<file path="src/rtl/led_pkg.sv">
// Shared encodings for the LED pattern driver: mode select values and the
// scan-direction state used by the bouncing-scan pattern.
package led_pkg;

    typedef enum logic [1:0] {
        MODE_ALL_ON = 2'd0,
        MODE_SCAN   = 2'd1,
        MODE_COUNT  = 2'd2,
        MODE_OFF    = 2'd3
    } mode_e;

    typedef enum logic {
        SCAN_UP   = 1'b0,
        SCAN_DOWN = 1'b1
    } scan_dir_e;

endpackage

</file>
<file path="src/rtl/led_pwm.sv">
// Free-running PWM counter with a duty comparator; an all-ones level
// forces the output permanently on so full brightness has no dark slot.
module led_pwm #(
    parameter int PWM_BITS = 8
) (
    input  logic                clk,
    input  logic                rst,
    input  logic [PWM_BITS-1:0] level,
    output logic                on
);

    logic [PWM_BITS-1:0] cnt;

    always_ff @(posedge clk or posedge rst) begin
        if (rst) cnt <= '0;
        else     cnt <= cnt + PWM_BITS'(1);
    end

    assign on = (cnt < level) || (level == {PWM_BITS{1'b1}});

endmodule

</file>
<file path="src/rtl/led_pattern_driver.sv">
// Pattern source (all-on / scan / count / off) plus PWM dimming for the user LEDs.
// Optional SCAN fade trail is built when LED_PATTERN_FADE_EN is defined.
module led_pattern_driver
    import led_pkg::*;
#(
    parameter int NUM_LEDS    = 7,
    parameter int PWM_BITS    = 8,
    parameter int STEP_CYCLES = 3_000_000
) (
    input  logic                clk,
    input  logic                rst,
    input  logic [1:0]          mode,
    input  logic [PWM_BITS-1:0] brightness,
    output logic [NUM_LEDS-1:0] led,
    output logic                step
);

    localparam int                  CNT_W    = (STEP_CYCLES > 2) ? $clog2(STEP_CYCLES) : 1;
    localparam logic [CNT_W-1:0]    CNT_LAST = CNT_W'(STEP_CYCLES - 1);
    localparam logic [NUM_LEDS-1:0] PAT_ONES = {NUM_LEDS{1'b1}};
    localparam logic [NUM_LEDS-1:0] PAT_LSB  = NUM_LEDS'(1);

    mode_e               mode_q;
    logic                chg;
    logic [CNT_W-1:0]    step_cnt;
    logic [CNT_W-1:0]    step_cnt_nxt;
    logic [NUM_LEDS-1:0] pat;
    scan_dir_e           dir;
    logic                pwm_on;

    // Step timer; a registered mode change restarts it so the first step of
    // a new pattern always comes a full STEP_CYCLES after the reload.
    always_comb begin
        step_cnt_nxt = step_cnt + CNT_W'(1);
        if (chg || step_cnt == CNT_LAST) step_cnt_nxt = '0;
    end

    always_ff @(posedge clk or posedge rst) begin
        if (rst) begin
            step_cnt <= '0;
            step     <= 1'b0;
        end else begin
            step_cnt <= step_cnt_nxt;
            step     <= (step_cnt_nxt == CNT_LAST);
        end
    end

    // Mode tracking, reload and pattern advance; a pending reload
    // takes priority over a coincident step.
    always_ff @(posedge clk or posedge rst) begin
        if (rst) begin
            mode_q <= MODE_OFF;
            chg    <= 1'b0;
            pat    <= '0;
            dir    <= SCAN_UP;
        end else begin
            mode_q <= mode_e'(mode);
            chg    <= (mode != mode_q);
            if (chg) begin
                case (mode_q)
                    MODE_SCAN: begin
                        pat <= PAT_LSB;
                        dir <= SCAN_UP;
                    end
                    MODE_ALL_ON: pat <= PAT_ONES;
                    default:     pat <= '0;
                endcase
            end else begin
                case (mode_q)
                    MODE_ALL_ON: pat <= PAT_ONES;
                    MODE_OFF:    pat <= '0;
                    MODE_COUNT: begin
                        if (step) pat <= pat + NUM_LEDS'(1);
                    end
                    MODE_SCAN: begin
                        if (step) begin
                            if (dir == SCAN_UP) begin
                                pat <= pat << 1;
                                if (pat[NUM_LEDS-2]) dir <= SCAN_DOWN;
                            end else begin
                                pat <= pat >> 1;
                                if (pat[1]) dir <= SCAN_UP;
                            end
                        end
                    end
                    default: pat <= '0;
                endcase
            end
        end
    end

    led_pwm #(.PWM_BITS(PWM_BITS)) u_pwm (
        .clk   (clk),
        .rst   (rst),
        .level (brightness),
        .on    (pwm_on)
    );

`ifdef LED_PATTERN_FADE_EN
    logic [NUM_LEDS-1:0] trail;
    logic                trail_on;

    // Trail remembers the previously lit scan LED, shown at quarter duty.
    always_ff @(posedge clk or posedge rst) begin
        if (rst)                                trail <= '0;
        else if (chg)                           trail <= '0;
        else if (mode_q == MODE_SCAN && step)   trail <= pat;
    end

    led_pwm #(.PWM_BITS(PWM_BITS)) u_pwm_trail (
        .clk   (clk),
        .rst   (rst),
        .level (brightness >> 2),
        .on    (trail_on)
    );

    always_ff @(posedge clk or posedge rst) begin
        if (rst) led <= '0;
        else     led <= (pat & {NUM_LEDS{pwm_on}}) | (trail & {NUM_LEDS{trail_on}});
    end
`else
    always_ff @(posedge clk or posedge rst) begin
        if (rst) led <= '0;
        else     led <= pwm_on ? pat : '0;
    end
`endif

endmodule
</file>
<file path="config.mk">
export PLATFORM = sky130hd
export DESIGN_NAME = led_pattern_driver
export DESIGN_NICKNAME = d
export VERILOG_FILES = /design/src/rtl/led_pkg.sv /design/src/rtl/led_pwm.sv /design/src/rtl/led_pattern_driver.sv
export SDC_FILE = /design/constraint.sdc
export NUM_CORES = 1
export LEC_CHECK = 0
export ABC_AREA = 0
export BUFFER_PORTS_ARGS = -buffer_cell sky130_fd_sc_hd__buf_2
export CAP_MARGIN = 20
export CORE_ASPECT_RATIO = 0.7
export CORE_MARGIN = 1.5
export CORE_UTILIZATION = 35
export DETAILED_ROUTE_END_ITERATION = 16
export PLACE_DENSITY = 0.5
export REMOVE_ABC_BUFFERS = 1
export SKIP_CTS_REPAIR_TIMING = 1
export SLEW_MARGIN = 20
export SYNTH_ARGS = -nofsm -noshare
export SYNTH_HDL_FRONTEND = slang
export SYNTH_SLANG_ARGS = --single-unit
</file>
<file path="constraint.sdc">
create_clock -name clk -period 3.4 [get_ports clk]
set_clock_uncertainty 0.15 [all_clocks]
set_input_delay 0.34 -clock clk [delete_from_list [all_inputs] [get_ports clk]]
set_output_delay 0.34 -clock clk [all_outputs]
set_load 0.02 [all_outputs]
</file>
==> run metrics <==
final setup fails=0; DRC=0; # clock sinks=49; Via Count=1971; grt ovf=0; Max H-tree Level=2; maximum vdd drop=0.183 mV; via/cell ratio=4.99; largest net degree at the start of global routing=50; CP Class=flop to flop; YS warnings=0; fin crit share=67.8%; initial antenna violation count=0; GRT Util Overall=14.8%; diode count=0; ys flop type=dfrtp_1; 1st-iter DRT viols=144; # IOs=20; Critical Path Start=step_cnt[0]$_DFF_PP0_; pwr dens=372 mW/mm^2; Worst Path Arrival=2.36 ns; Worst Reg2Reg Path Length in Cells=7; Mapped Cells=280; clk slew on worst S/H paths=0.09 ns; per-cell routed wire length=13.7 um; root buf cell=clkbuf_8; Yosys cell types=42; Slowest-stage cell, CP=or4_4; Die ar.=0.00825 sq mm; Post-Syn Area=0.00270 sq mm; number of synthesized register bits=49; Starting Density=36.5%; WL final=5.42 mm; Max Cap Viol=0; row cnt=26; min Tclk post-route=2.30 ns; Inst Count DP=385; global-route wire length before repair=9.63 mm; Chip Height=76.4 um; status=finished clean; Worst-Margin Slew=0.833 ns; fraction of registers with async set/reset=100%; Final #Nets=318; Layout area overhead=10.9%; EDFF count, synth=0; most instantiated cells after synthesis=dfrtp_1, nor2_1, nand2_1, xnor2_1, xor2_1; Slew Viols, Final=0; Min-Delay Path Class=input pin to async pin; TritonCTS buffer count=5; flop2flop setup slack=1.10 ns; worst setup margin=1.10 ns; clk_lat worst skew=0.29 ns; I/O Buffers=19; slew margin rel.=44.4%; vias in the first global route=1938; Final ANT Viol Nets=0; Final Hold Viols=0; most numerous cell in the Yosys netlist=dfrtp_1; Avg Cell Area, Syn=9.63 sq um; share of the yosys chip area belonging to registers=45.6%; Total Power=1110 uW; synth top area cells=dfrtp_1, xnor2_1, xor2_1; CP Launch Type=flop; Reg-to-Reg Start=step_cnt[0]$_DFF_PP0_; Critical Path Fanout Max=6; crit end category=flop; pre-CTS WS=1.10 ns; static leakage=0.00127 uW; fmax=434 MHz; Worst Path Required=3.45 ns; TritonRoute pass-1 iters=4; area share of the largest cell type after synthesis=43.6%; worst hold margin=0.0333 ns; post-synth top area cell=dfrtp_1; Crit Reg-Reg Endpoint=step$_DFF_PP0_; GPL Wtd Cong=0.862; Post-Route Setup TNS=0 ns; Core Area=0.00738 sq mm; CP endpoint=step$_DFF_PP0_; dpl hpwl=3.83 mm; RSZ-0062 raised after global routing=false; Final Non-Filler Cells=395; Die W=108 um; CTS tree=built; max incr delay on CP=0.54 ns; worst-case clock buffer depth=2; crit-path cells=ha_1 > nand4_1 > nor2_4 > and3_1 > xnor2_1 > or4_4 > nor4_2; layout cells sized above 1=13.1%
## sequential cells by signal, indices dropped and copies added, names as in the netlist
name,count
step_cnt,22
u_pwm.cnt,8
led,7
pat,7
mode_q,2
chg,1
dir,1
step,1
## worst min path at each step
stage	end	slack, ns
floorplan	mode_q[0]$_DFF_PP1_	0.19
global placement	mode_q[0]$_DFF_PP1_	0.31
detailed placement	mode_q[0]$_DFF_PP1_	0.31
CTS	mode_q[0]$_DFF_PP1_	-0.005
global route	u_pwm.cnt[7]$_DFF_PP0_	0.1
finish	step_cnt[7]$_DFF_PP0_	0.03
## kinds of logic (layout without fill, tap and decap cells)
| kind of cell | after synthesis | count (layout) | share of synthesized area, % |
|---|---|---|---|
| simple gates | 108 | 108 | 21.0 |
| flops | 49 | 49 | 45.6 |
| compound gates | 48 | 48 | 11.9 |
| xor+xnor | 34 | 34 | 11.0 |
| buf+inv | 26 | 43 | 3.99 |
| fa+ha+maj | 10 | 10 | 4.64 |
| mux | 5 | 5 | 1.86 |
## per-stage QoR
stage | util (%) | area, sq um
2_1_floorplan | - | 2630
3_3_place_gp | 38.8 | 2870
3_5_place_dp | 38.8 | 2870
4_1_cts | 40.2 | 2970
5_1_grt | 40.5 | 2990
6_report | 40.5 | 2990
## layer usage
layer	global-route usage, %	up-vias	wire length (um)
met4	4.34	0	60
met2	19.2	42	2070
met5	0	-	0
li1	-	1000	-
met1	23.7	923	3030
met3	3.51	6	264
## critical path: cells and delay by family (launching register included)
family	cells	cell delay, ns
xor+xnor	1	0.09
simple gates	5	1.34
fa+ha+maj	1	0.24
flops	1	0.40
## final cells by class
class / count / area (sq um)
sequential: 49 / 1230
clock inverter: 1 / 5.00
timing repair buffer: 23 / 130
tap: 98 / 123
clock buffer: 7 / 96.3
multi-input combinational: 205 / 1360
fill: 737 / 4400
inverter: 12 / 46.3
## power by group
part / total (uW) / internal [uW] / leakage, uW / switching (uW)
clock network: 367 / 184 / 0.0000542 / 183
logic: 119 / 48.8 / 0.000577 / 70.1
registers: 626 / 602 / 0.000638 / 23.7
## placed cells by master, fill, tap and decap left out, types with 3 or more instances in the layout
master / n
xnor2_1: 18
a21o_1: 4
nand2b_1: 7
dfrtp_1: 47
o22ai_1: 13
o21ai_0: 3
nor2_1: 34
nand3_1: 12
ha_1: 10
and3_1: 6
xor2_1: 16
mux2i_1: 5
a21oi_1: 8
nand2_1: 18
nand4_1: 7
a21boi_0: 6
a22oi_1: 7
inv_1: 11
clkbuf_8: 7
buf_2: 19
nor2b_1: 8
No activity file was read; power rests on OpenSTA's default activity.
